===== src/rtl/uart_ctrl_pkg.sv =====
// Shared definitions for the two-port UART controller.
//   SRC_PORT1 / SRC_PORT2 : source codes carried in the top bits of a header
//   LEN_W                 : width of the length field of a header
//   merger_state_t        : state encoding of the return-path packet merger
//   pack_header / header_src / header_len : header byte build and split helpers
// The downstream command parser uses the same header helpers, so both
// directions of traffic share one framing.
package uart_ctrl_pkg;

  localparam logic [1:0] SRC_PORT1 = 2'b00;
  localparam logic [1:0] SRC_PORT2 = 2'b01;
  localparam int         LEN_W     = 6;

  typedef enum logic [2:0] {
    ST_IDLE,
    ST_HDR,
    ST_HWAIT,
    ST_DISSUE,
    ST_DWAIT
  } merger_state_t;

  function automatic logic [7:0] pack_header(input logic [1:0]       src,
                                             input logic [LEN_W-1:0] len);
    return {src, len};
  endfunction

  function automatic logic [1:0] header_src(input logic [7:0] hdr);
    return hdr[7:6];
  endfunction

  function automatic logic [LEN_W-1:0] header_len(input logic [7:0] hdr);
    return hdr[LEN_W-1:0];
  endfunction

endpackage


===== src/rtl/uart_byte_fifo.sv =====
// Synchronous byte FIFO with first-word-fall-through read.
//   clk, rst  : clock, asynchronous active-high reset (empties the FIFO)
//   wr_en     : push wr_data (ignored when full unless a pop happens in the same cycle)
//   wr_data   : byte to push
//   rd_en     : pop the head byte (ignored when empty)
//   rd_data   : current head byte, valid whenever empty is low
//   full      : count == DEPTH
//   empty     : count == 0
//   count     : number of bytes held, 0..DEPTH
module uart_byte_fifo #(
  parameter int DEPTH = 64
) (
  input  logic                     clk,
  input  logic                     rst,
  input  logic                     wr_en,
  input  logic [7:0]               wr_data,
  input  logic                     rd_en,
  output logic [7:0]               rd_data,
  output logic                     full,
  output logic                     empty,
  output logic [$clog2(DEPTH):0]   count
);

  localparam int             AW       = $clog2(DEPTH);
  localparam logic [AW:0]    FULL_CNT = (AW+1)'(DEPTH);

  logic [7:0]    mem [DEPTH];
  logic [AW-1:0] wr_ptr;
  logic [AW-1:0] rd_ptr;
  logic          do_wr;
  logic          do_rd;

  assign empty   = (count == '0);
  assign full    = (count == FULL_CNT);
  assign do_rd   = rd_en && !empty;
  // A pop in the same cycle frees a slot, so a full FIFO still accepts the write.
  assign do_wr   = wr_en && (!full || do_rd);
  assign rd_data = mem[rd_ptr];

  always_ff @(posedge clk) begin
    if (do_wr) begin
      mem[wr_ptr] <= wr_data;
    end
  end

  always_ff @(posedge clk or posedge rst) begin
    if (rst) begin
      wr_ptr <= '0;
      rd_ptr <= '0;
      count  <= '0;
    end else begin
      if (do_wr) begin
        wr_ptr <= wr_ptr + AW'(1);
      end
      if (do_rd) begin
        rd_ptr <= rd_ptr + AW'(1);
      end
      if (do_wr && !do_rd) begin
        count <= count + (AW+1)'(1);
      end else if (do_rd && !do_wr) begin
        count <= count - (AW+1)'(1);
      end
    end
  end

endmodule


===== src/rtl/uart_packet_merger.sv =====
// Return path of the two-port UART controller. Bytes received on port 1 and
// port 2 are queued per port and sent out over one UART_TX as packets of
// {src, len} header followed by len data bytes.
//   clk, rst          : clock, asynchronous active-high reset
//   rx1_dv, rx1_byte  : port 1 received byte strobe and data
//   rx2_dv, rx2_byte  : port 2 received byte strobe and data
//   tx_dv, tx_byte    : byte launch strobe and data to UART_TX
//   tx_done           : UART_TX finished the byte in flight
//   drop1, drop2      : pulse when a byte was discarded on a full FIFO
//   led_command       : header byte in flight
//   led_data          : data byte in flight
module uart_packet_merger
  import uart_ctrl_pkg::*;
#(
  parameter int FIFO_DEPTH  = 64,
  parameter int MAX_LEN     = 63,
  parameter int IDLE_CYCLES = 8700
) (
  input  logic       clk,
  input  logic       rst,
  input  logic       rx1_dv,
  input  logic [7:0] rx1_byte,
  input  logic       rx2_dv,
  input  logic [7:0] rx2_byte,
  output logic       tx_dv,
  output logic [7:0] tx_byte,
  input  logic       tx_done,
  output logic       drop1,
  output logic       drop2,
  output logic       led_command,
  output logic       led_data
);

  localparam int             CW       = $clog2(FIFO_DEPTH) + 1;
  localparam int             TW       = $clog2(IDLE_CYCLES + 1);
  localparam logic [CW-1:0]  MAX_CNT  = CW'(MAX_LEN);
  localparam logic [TW-1:0]  IDLE_MAX = TW'(IDLE_CYCLES);

  merger_state_t        state;
  logic                 sel;
  logic                 prefer_p2;
  logic [LEN_W-1:0]     len;
  logic [LEN_W-1:0]     remaining;

  logic [1:0]           rx_dv;
  logic [1:0][7:0]      rx_byte;
  logic [1:0][7:0]      head;
  logic [1:0][CW-1:0]   count;
  logic [1:0]           full_flag;
  logic [1:0]           empty_flag;
  logic [1:0]           pop;
  logic [1:0]           drop_now;
  logic [1:0]           ready;
  logic [1:0]           launch;

  logic                 pick_valid;
  logic                 pick;
  logic [CW-1:0]        pick_count;
  logic [LEN_W-1:0]     launch_len;

  assign rx_dv    = {rx2_dv, rx1_dv};
  assign rx_byte  = {rx2_byte, rx1_byte};
  assign pop[0]   = (state == ST_DISSUE) && !sel;
  assign pop[1]   = (state == ST_DISSUE) && sel;
  // A pop always hits a non-empty FIFO, so full plus pop means the write fits.
  assign drop_now = rx_dv & full_flag & ~pop;

  for (genvar p = 0; p < 2; p++) begin : g_port
    logic [TW-1:0] timer;

    uart_byte_fifo #(.DEPTH(FIFO_DEPTH)) u_fifo (
      .clk     (clk),
      .rst     (rst),
      .wr_en   (rx_dv[p]),
      .wr_data (rx_byte[p]),
      .rd_en   (pop[p]),
      .rd_data (head[p]),
      .full    (full_flag[p]),
      .empty   (empty_flag[p]),
      .count   (count[p])
    );

    // Quiet-time counter: restarts on each accepted byte and on launch,
    // otherwise counts up to IDLE_MAX while bytes are waiting.
    always_ff @(posedge clk or posedge rst) begin
      if (rst) begin
        timer <= '0;
      end else if ((rx_dv[p] && !drop_now[p]) || launch[p]) begin
        timer <= '0;
      end else if (!empty_flag[p] && timer != IDLE_MAX) begin
        timer <= timer + TW'(1);
      end
    end

    assign ready[p] = (count[p] >= MAX_CNT) || (count[p] != '0 && timer == IDLE_MAX);
  end

  // Round-robin choice: only a tie consults the pointer.
  always_comb begin
    pick_valid = ready[0] || ready[1];
    if (ready[0] && ready[1]) begin
      pick = prefer_p2;
    end else begin
      pick = ready[1];
    end
    pick_count = pick ? count[1] : count[0];
    launch_len = (pick_count >= MAX_CNT) ? LEN_W'(MAX_LEN) : LEN_W'(pick_count);
    launch     = 2'b00;
    if (state == ST_IDLE && pick_valid) begin
      launch = pick ? 2'b10 : 2'b01;
    end
  end

  // Packet sequencer; tx_dv is a one-cycle strobe, tx_byte holds until the next launch.
  always_ff @(posedge clk or posedge rst) begin
    if (rst) begin
      state       <= ST_IDLE;
      sel         <= 1'b0;
      prefer_p2   <= 1'b0;
      len         <= '0;
      remaining   <= '0;
      tx_dv       <= 1'b0;
      tx_byte     <= '0;
      led_command <= 1'b0;
      led_data    <= 1'b0;
    end else begin
      tx_dv <= 1'b0;
      unique case (state)
        ST_IDLE: begin
          if (pick_valid) begin
            sel   <= pick;
            len   <= launch_len;
            state <= ST_HDR;
          end
        end
        ST_HDR: begin
          tx_byte     <= pack_header(sel ? SRC_PORT2 : SRC_PORT1, len);
          tx_dv       <= 1'b1;
          led_command <= 1'b1;
          state       <= ST_HWAIT;
        end
        ST_HWAIT: begin
          if (tx_done) begin
            led_command <= 1'b0;
            remaining   <= len;
            state       <= ST_DISSUE;
          end
        end
        ST_DISSUE: begin
          tx_byte   <= head[sel];
          tx_dv     <= 1'b1;
          led_data  <= 1'b1;
          remaining <= remaining - LEN_W'(1);
          state     <= ST_DWAIT;
        end
        ST_DWAIT: begin
          if (tx_done) begin
            led_data <= 1'b0;
            if (remaining == '0) begin
              prefer_p2 <= ~sel;
              state     <= ST_IDLE;
            end else begin
              state <= ST_DISSUE;
            end
          end
        end
        default: state <= ST_IDLE;
      endcase
    end
  end

  always_ff @(posedge clk or posedge rst) begin
    if (rst) begin
      drop1 <= 1'b0;
      drop2 <= 1'b0;
    end else begin
      drop1 <= drop_now[0];
      drop2 <= drop_now[1];
    end
  end

endmodule

===== config.mk =====
export PLATFORM = sky130hd
export DESIGN_NAME = uart_packet_merger
export DESIGN_NICKNAME = d
export VERILOG_FILES = /design/src/rtl/uart_ctrl_pkg.sv /design/src/rtl/uart_byte_fifo.sv /design/src/rtl/uart_packet_merger.sv
export SDC_FILE = /design/constraint.sdc
export NUM_CORES = 1
export LEC_CHECK = 0
export ABC_CLOCK_PERIOD_IN_PS = 3100
export BUFFER_PORTS_ARGS = -buffer_cell sky130_fd_sc_hd__buf_2
export CORE_ASPECT_RATIO = 0.9
export CORE_MARGIN = 4
export CORE_UTILIZATION = 45
export CTS_BUF_LIST = sky130_fd_sc_hd__clkbuf_8
export CTS_CLUSTER_SIZE = 10
export DETAILED_ROUTE_END_ITERATION = 8
export PLACE_DENSITY_LB_ADDON = 0.25
export SLEW_MARGIN = 30
export SYNTH_ARGS = -nofsm -noshare
export SYNTH_HDL_FRONTEND = slang
export SYNTH_SLANG_ARGS = --single-unit

===== constraint.sdc =====
create_clock -name clk -period 3.1 [get_ports clk]
set_input_delay 0.31 -clock clk [delete_from_list [all_inputs] [get_ports clk]]
set_output_delay 0.31 -clock clk [all_outputs]
set_load 0.03 [all_outputs]

==> reports/results.txt, run 1 <==
Status = finished clean
Comb power frac = 27.4%
Crit end category = register
Post-route ant nets = 0
Max IR drop VDD = 352 uV
GRT overflow = 0
First-pass GRT wire length = 160 mm
Die Y = 307 um
DIE WIDTH = 340 um
H-Tree Level Count = 4
Starting Density = 45.4%
Mapped Nets = 2499
# placed instances = 3851
Clock Sinks = 1120
Root buffer cell = clkbuf_8
Number of flops mapped to enable cells by yosys = 1024
Number of non-filler instances in the completed layout = 4186
Leakage = 0.0167 uW
Worst-path maximum fanout = 26
Worst path arrival time = 3.70 ns
Total chip power = 40400 uW
Yosys top cell by area = edfxtp_1
Number of max-cap violations = 0
Uppermost layer routed = met4
DR pass1 iterations = 7
Fill count = 7884
# DRC = 0
CTS tree = built
Area grow syn2layout = 13.2%
Ratio of cells with drive above 1 in the final layout = 22.9%
TritonCTS Buffers = 176
Vias per cell = 5.73
RSZ-0062 raised after global routing = yes
Register area share after synthesis = 74.1%
Distinct cells, synth = 67
Final setup vio count = 0
Number of global-route vias before repair = 24.7k
Switching Fraction = 31.7%
All-Layer GR Usage = 20.5%
Hpwl dp = 70.0 mm
Full die area = 104000 sq um
Hold Path Class = input port to register
Flops & latches, synth = 1120
Met2 WL = 48.9 mm
Most numerous cell in the Yosys netlist = edfxtp_1
Prevailing post-synth register cell = edfxtp_1
Routed vias = 24.0k
Cell internal pwr = 27600 uW
Main area contributors after synthesis = edfxtp_1 (69%), mux4_2 (9.0%), dfrtp_1 (5.4%), mux2i_1 (3.8%), nor2_1 (1.9%)
# IOs = 34
Initial antenna violation count = 5
Core area = 98500 sq um
PortBufs = 33
Yosys warnings = 0
Final Critical Period = 3.00 ns
Skew-Pair Late Insertion Delay = 0.85 ns
Drt initial violations = 2657
Final slew viol count = 0
Nets@finish = 2759
Sequential Power Share = 45.1%
Post-synth top area share = 68.8%
PD cells = 798 nW/um^2
Post-Syn Area = 44700 sq um
Period utilisation layout = 96.7%
Cell Area, Placed = 47200 sq um
Longest Clk Path Bufs = 3
Slew headroom = 35.3%
Num rows = 109
Synth Instances = 2455
Pin count of the biggest net entering global routing = 65
Final Hold Vio Count = 0
Post-synth top cells = edfxtp_1 (1024), nor2_1 (222), mux4_2 (179)
DR WL met3 = 8.11 mm
Clk slew on worst S/H paths = 0.06 ns
Setup Crit Path Kind = register to register
Sw Pwr = 12800 uW
Share of flip-flops with an asynchronous set or reset = 8.57%
Final Instance Area = 50600 sq um
Wire per inst = 25.5 um
FMAX = 334 MHz
Clock share of power = 27.5%
Post-Syn Area per Cell = 18.2 sq um
WL final = 107 mm
Wl on met1 = 47.5 mm
Global placement routability congestion = 0.878
Worst Path Required = 3.81 ns
Critical Path Start Type = register
Fin Clk Skew = 0.0749 ns
Measured slew at the worst slew-check pin = 0.967 ns
==> kinds of logic after synthesis <==
family / share of synthesized area, %
muxes: 13.3
adders and majority gates: 0.677
xor gates and xnor gates: 1.12
and+or+nand+nor: 4.37
DFF: 74.1
buffers and inverters: 1.77
AOI/OAI and AO/OA: 4.67
==> through the flow <==
stage / TNS, ns / util [%] / hold slack [ns] / setup WS [ns]
floorplan: 0 / - / 0.409 / 0.0594
global placement: -0.217 / 48.0 / 0.443 / -0.217
detailed placement: -0.363 / 48.0 / 0.450 / -0.195
CTS: 0 / 51.3 / 0.0000260 / 0.0223
global route: -0.454 / 51.4 / 0.0410 / -0.0504
finish: 0 / 51.4 / 0.0577 / 0.102
==> area by class of cell <==
class                      count  area [sq um]  area share [%]
timing repair buffer         213          1690            3.34
clock buffer                 180          2480            4.89
sequential                  1120         33200            65.5
tap                         1332          1670            3.29
clock inverter               133           622            1.23
antenna                        4          10.0          0.0198
multi-input combinational   1170         10900            21.4
inverter                      34           130           0.257
==> critical path: stages (launching register included) <==
cell and delay [ns]:
dfrtp_4 0.60, buf_12 0.28, mux4_2 0.57, a221oi_1 0.57, nor4_1 0.14, a2111oi_2 0.47
buf_4 0.18, a2111oi_0 0.04
==> cell usage in the layout (no fill, tap or decap), types with 10 or more instances in the layout <==
cell | Yosys | layout
dfrtp_1 | 96 | 92
clkinv_2 | 0 | 18
a211oi_1 | 21 | 21
mux2_2 | 19 | 19
mux2i_1 | 168 | 168
ha_1 | 21 | 20
mux4_2 | 179 | 179
buf_4 | 16 | 157
nor2b_1 | 10 | 10
inv_1 | 31 | 99
nand3b_1 | 12 | 12
xnor2_1 | 36 | 36
nor4_1 | 14 | 13
a21oi_1 | 58 | 54
clkinv_1 | 2 | 34
edfxtp_1 | 1024 | 1024
a22o_1 | 17 | 17
a31oi_1 | 11 | 11
clkbuf_8 | 0 | 180
o21ai_0 | 35 | 32
xor2_1 | 21 | 21
o221ai_1 | 34 | 34
a22oi_1 | 30 | 30
nor2_1 | 222 | 209
nor2_2 | 0 | 13
buf_2 | 54 | 29
nand3_1 | 27 | 27
o22ai_1 | 34 | 34
nand2_1 | 84 | 82
dlygate4sd3_1 | 0 | 17
==> power by group through the flow <==
| stage | Clock (uW) | Sequential (uW) | Combinational [uW] |
|---|---|---|---|
| finish | 11100 | 18200 | 11100 |
| global route | 12100 | 18300 | 11800 |
| CTS | 11400 | 18200 | 11000 |
| detailed placement | 0 | 18500 | 10900 |
| global placement | 0 | 18500 | 10700 |
| floorplan | 0 | 18200 | 7340 |
==> layer usage <==
metal,GRT usage [%],up-vias
met2,30.7,963
met3,4.19,171
met4,6.08,0
li1,-,10400
met5,0,-
met1,30.7,12500
==> timing repair <==
action	CTS	global route
resized for setup	5	20
gates cloned	0	0
endpoints found under the hold margin	248	12
pin swaps	0	4
hold buffers	16	1
setup endpoints to repair	3	89
setup buffers	0	1
==> worst paths after layout <==
check,from,to,slack (ns),cells after the start
min in group asynchronous,rst,g_port[1].timer[3],0.13,3
hold / removal,rx2_byte[4],g_port[1].u_fifo.mem[9][4],0.06,1
setup / recovery,g_port[0].u_fifo.rd_ptr[0],tx_byte[6],0.10,7
setup reg to reg,g_port[0].u_fifo.rd_ptr[0],tx_byte[6],0.10,7
hold reg to reg,g_port[1].u_fifo.wr_ptr[2],g_port[1].u_fifo.wr_ptr[2],0.52,1
max in group asynchronous,rst,g_port[1].u_fifo.rd_ptr[0],2.26,4
==> flip-flops by register name, summed over array words and instances (netlist names), 3 cells and up <==
register,flops
g_port.u_fifo.mem,1024
g_port.timer,28
g_port.u_fifo.count,14
g_port.u_fifo.rd_ptr,12
g_port.u_fifo.wr_ptr,12
tx_byte,8
len,6
remaining,6
state,3
(Power assumes the default switching activity.)
==> run 2: changes to the inputs <==
- CTS_BUF_LIST: sky130_fd_sc_hd__clkbuf_8 -> unset
- MAX_ROUTING_LAYER: unset -> met4
==> run 2 against run 1 <==
Compared with the run above:
- utilization is 0.55 points higher
- fmax shrank 0.54%
- setup slack lost 0.016 ns
- design area is 1.1% higher
- non-clock buffer count down 10
- die area did not move
- clock skew is 0.040 ns lower
- first-iteration DRC count is 3.3% higher
- critical path type unchanged
- critical endpoint unchanged
- highest routed layer unchanged
==> reports/results.txt, run 2 (synthesis gave the netlist of run 1 again) <==
Status = finished clean (unchanged)
Longest Clk Path Bufs = 3 (unchanged)
Cell Area, Placed = 47200 sq um (unchanged)
WL final = 107 mm (about the same)
Measured slew at the worst slew-check pin = 0.994 ns (was 0.967 ns)
R2r startpoint = g_port[0].u_fifo.rd_ptr[0] (unchanged)
Worst r2r dst = tx_byte[6] (unchanged)
Clock share of power = 31.9% (was 27.5%)
Core Util, Final = 52.0% (was 51.4%)
Worst-path maximum fanout = 26 (unchanged)
Area grow syn2layout = 14.4% (was 13.2%)
DIE WIDTH = 340 um (unchanged)
TritonCTS Buffers = 131 (was 176)
PD cells = 841 nW/um^2 (was 798 nW/um^2)
Max IR drop VDD = 510 uV (was 352 uV)
Most frequent cells in the layout = edfxtp_1 (1024), nor2_1 (209), mux4_2 (179) (was edfxtp_1 (1024), nor2_1 (209), clkbuf_8 (180))
Ratio of cells with drive above 1 in the final layout = 21.7% (was 22.9%)
Total chip power = 43000 uW (was 40400 uW)
Comb power frac = 25.7% (was 27.4%)
Cell internal pwr = 30300 uW (was 27600 uW)
Wire per inst = 26.3 um (was 25.5 um)
CTS tree = built (unchanged)
Reg2reg setup slack = 0.09 ns (was 0.10 ns)
DR pass1 iterations = 5 (was 7)
Max FFs per register = 1024 (unchanged)
Biggest register = g_port.u_fifo.mem (unchanged)
Vias per cell = 5.86 (was 5.73)
Final Instance Area = 51200 sq um (was 50600 sq um)
Top Registers = g_port.u_fifo.mem (1024), g_port.timer (28), g_port.u_fifo.count (14) (unchanged)
PortBufs = 33 (unchanged)
Pin count of the biggest net entering global routing = 65 (unchanged)
Root buffer cell = clkbuf_16 (was clkbuf_8)
Full die area = 104000 sq um (unchanged)
Global placement routability congestion = 0.892 (was 0.878)
Final Critical Period = 3.01 ns (was 3.00 ns)
Die Y = 307 um (unchanged)
FMAX = 332 MHz (was 334 MHz)
Clock Sinks = 1120 (unchanged)
Post-route ant nets = 0 (unchanged)
Hold Path Class = input port to register (unchanged)
H-Tree Level Count = 4 (unchanged)
Worst Path Required = 3.69 ns (was 3.81 ns)
GRT overflow = 0 (unchanged)
Slowest stage cell on the critical path = dfrtp_4 (unchanged)
Fin worst setup slack = 0.0860 ns (was 0.102 ns)
Number of global-route vias before repair = 24.2k (was 24.7k)
# IOs = 34 (unchanged)
Crit path cell chain = buf_12 -> mux4_2 -> a221oi_1 -> nor4_1 -> a2111oi_2 -> buf_4 -> a2111oi_0 (unchanged)
Setup Crit Path Kind = register to register (unchanged)
Final setup TNS = 0 ns (unchanged)
Routed vias = 23.7k (was 24.0k)
R2R depth = 7 (unchanged)
Num rows = 109 (unchanged)
Critical Path Start Type = register (unchanged)
RSZ-0062 raised after global routing = no (was yes)
Crit end category = register (unchanged)
All-Layer GR Usage = 21.1% (was 20.5%)
CP startpoint = g_port[0].u_fifo.rd_ptr[0] (unchanged)
Period utilisation layout = 97.2% (was 96.7%)
Final setup vio count = 0 (unchanged)
Starting Density = 45.4% (unchanged)
First-pass GRT wire length = 160 mm (about the same)
Drt initial violations = 2746 (was 2657)
Leakage = 0.0166 uW (was 0.0167 uW)
Initial antenna violation count = 3 (was 5)
Fin Clk Skew = 0.0353 ns (was 0.0749 ns)
Hpwl dp = 70.0 mm (unchanged)
Worst path max stage delay = 0.61 ns (was 0.60 ns)
Most common cell after layout, fill and taps aside = edfxtp_1 (unchanged)
Skew-Pair Late Insertion Delay = 0.72 ns (was 0.85 ns)
Slew headroom = 33.5% (was 35.3%)
Core area = 98500 sq um (unchanged)
Worst path arrival time = 3.60 ns (was 3.70 ns)
Switching Fraction = 29.7% (was 31.7%)
# DRC = 0 (unchanged)
CP endpoint = tx_byte[6] (unchanged)
Clk slew on worst S/H paths = 0.06 ns (about the same)
Final slew viol count = 0 (unchanged)
Pre-CTS setup slack = -0.195 ns (unchanged)
Final Hold Vio Count = 0 (unchanged)
Sequential Power Share = 42.3% (was 45.1%)
Sw Pwr = 12800 uW (about the same)
Nets@finish = 2704 (was 2759)
Number of max-cap violations = 0 (unchanged)
-- run 2: cell count changes in the layout (fill, tap and decap cells not counted), moves of 2 or more --
cell           delta
clkbuf_1         +40
clkinvlp_4        -2
inv_6             -2
inv_1            -69
clkbuf_16       +136
clkbuf_8        -178
diode_2           -3
dlygate4sd3_1    -10
clkinv_2         -18
clkinv_1         -29
-- run 2: worst min path at each step --
| stage | from | endpoint | slack [ns] | cells after the start |
|---|---|---|---|---|
| after detailed placement | rst | g_port[1].timer[3] | 0.45 | 2 |
| final | rx2_byte[2] | g_port[1].u_fifo.mem[26][2] | 0.1 | 1 |
| after global routing | rx2_byte[2] | g_port[1].u_fifo.mem[50][2] | 0.05 | 1 |
| after global placement | rst | drop2 | 0.44 | 2 |
| after floorplan | rx1_byte[0] | g_port[0].u_fifo.mem[0][0] | 0.41 | 0 |
| after CTS | rx2_byte[2] | g_port[1].u_fifo.mem[26][2] | 0.04 | 1 |
-- run 2: timing repair --
action / 4_1_cts / 5_1_grt
endpoints found under the setup margin: 3 / 86
pin swaps: 0 / 4
resized for setup: 6 / 21
hold buffers: 7 / 0
setup buffers: 0 / 1
endpoints found under the hold margin: 84 / 0
-- run 2: power groups by stage --
stage	combinational, uW	clock, uW	sequential, uW
detailed placement	10900	0	18500
floorplan	7340	0	18200
global route	11800	14700	18300
finish	11100	13700	18200
CTS	11000	14000	18200
global placement	10700	0	18500
-- run 2: per-stage QoR --
stage	std cells	hold WS [ns]
floorplan	2455	0.409
global placement	3851	0.443
detailed placement	3851	0.450
CTS	4049	0.0392
global route	4050	0.0519
finish	4051	0.0966
-- run 2: final cells by class --
cell class                      count  area (sq um)
Fill cell                        7787         47300
Clock buffer                      178          3580
Inverter                           34           130
Tap cell                         1332          1670
Multi-Input combinational cell   1170         10900
Sequential cell                  1120         33200
Clock inverter                     13           168
Antenna cell                        1          2.50
Timing Repair Buffer              203          1590
-- run 2: per-layer routing --
metal	routed length (um)	vias up	global-route usage (%)
met5	0	-	-
met4	2250	0	5.52
met3	8470	154	4.24
met2	48800	963	30.7
met1	47100	12400	30.8
li1	-	10200	-
-- run 2: critical path: cells and delay by family (launching register included) --
kind | cells | cell delay (ns)
simple gates | 1 | 0.14
flops | 1 | 0.61
mux | 1 | 0.57
compound gates | 3 | 1.09
buf+inv | 2 | 0.47
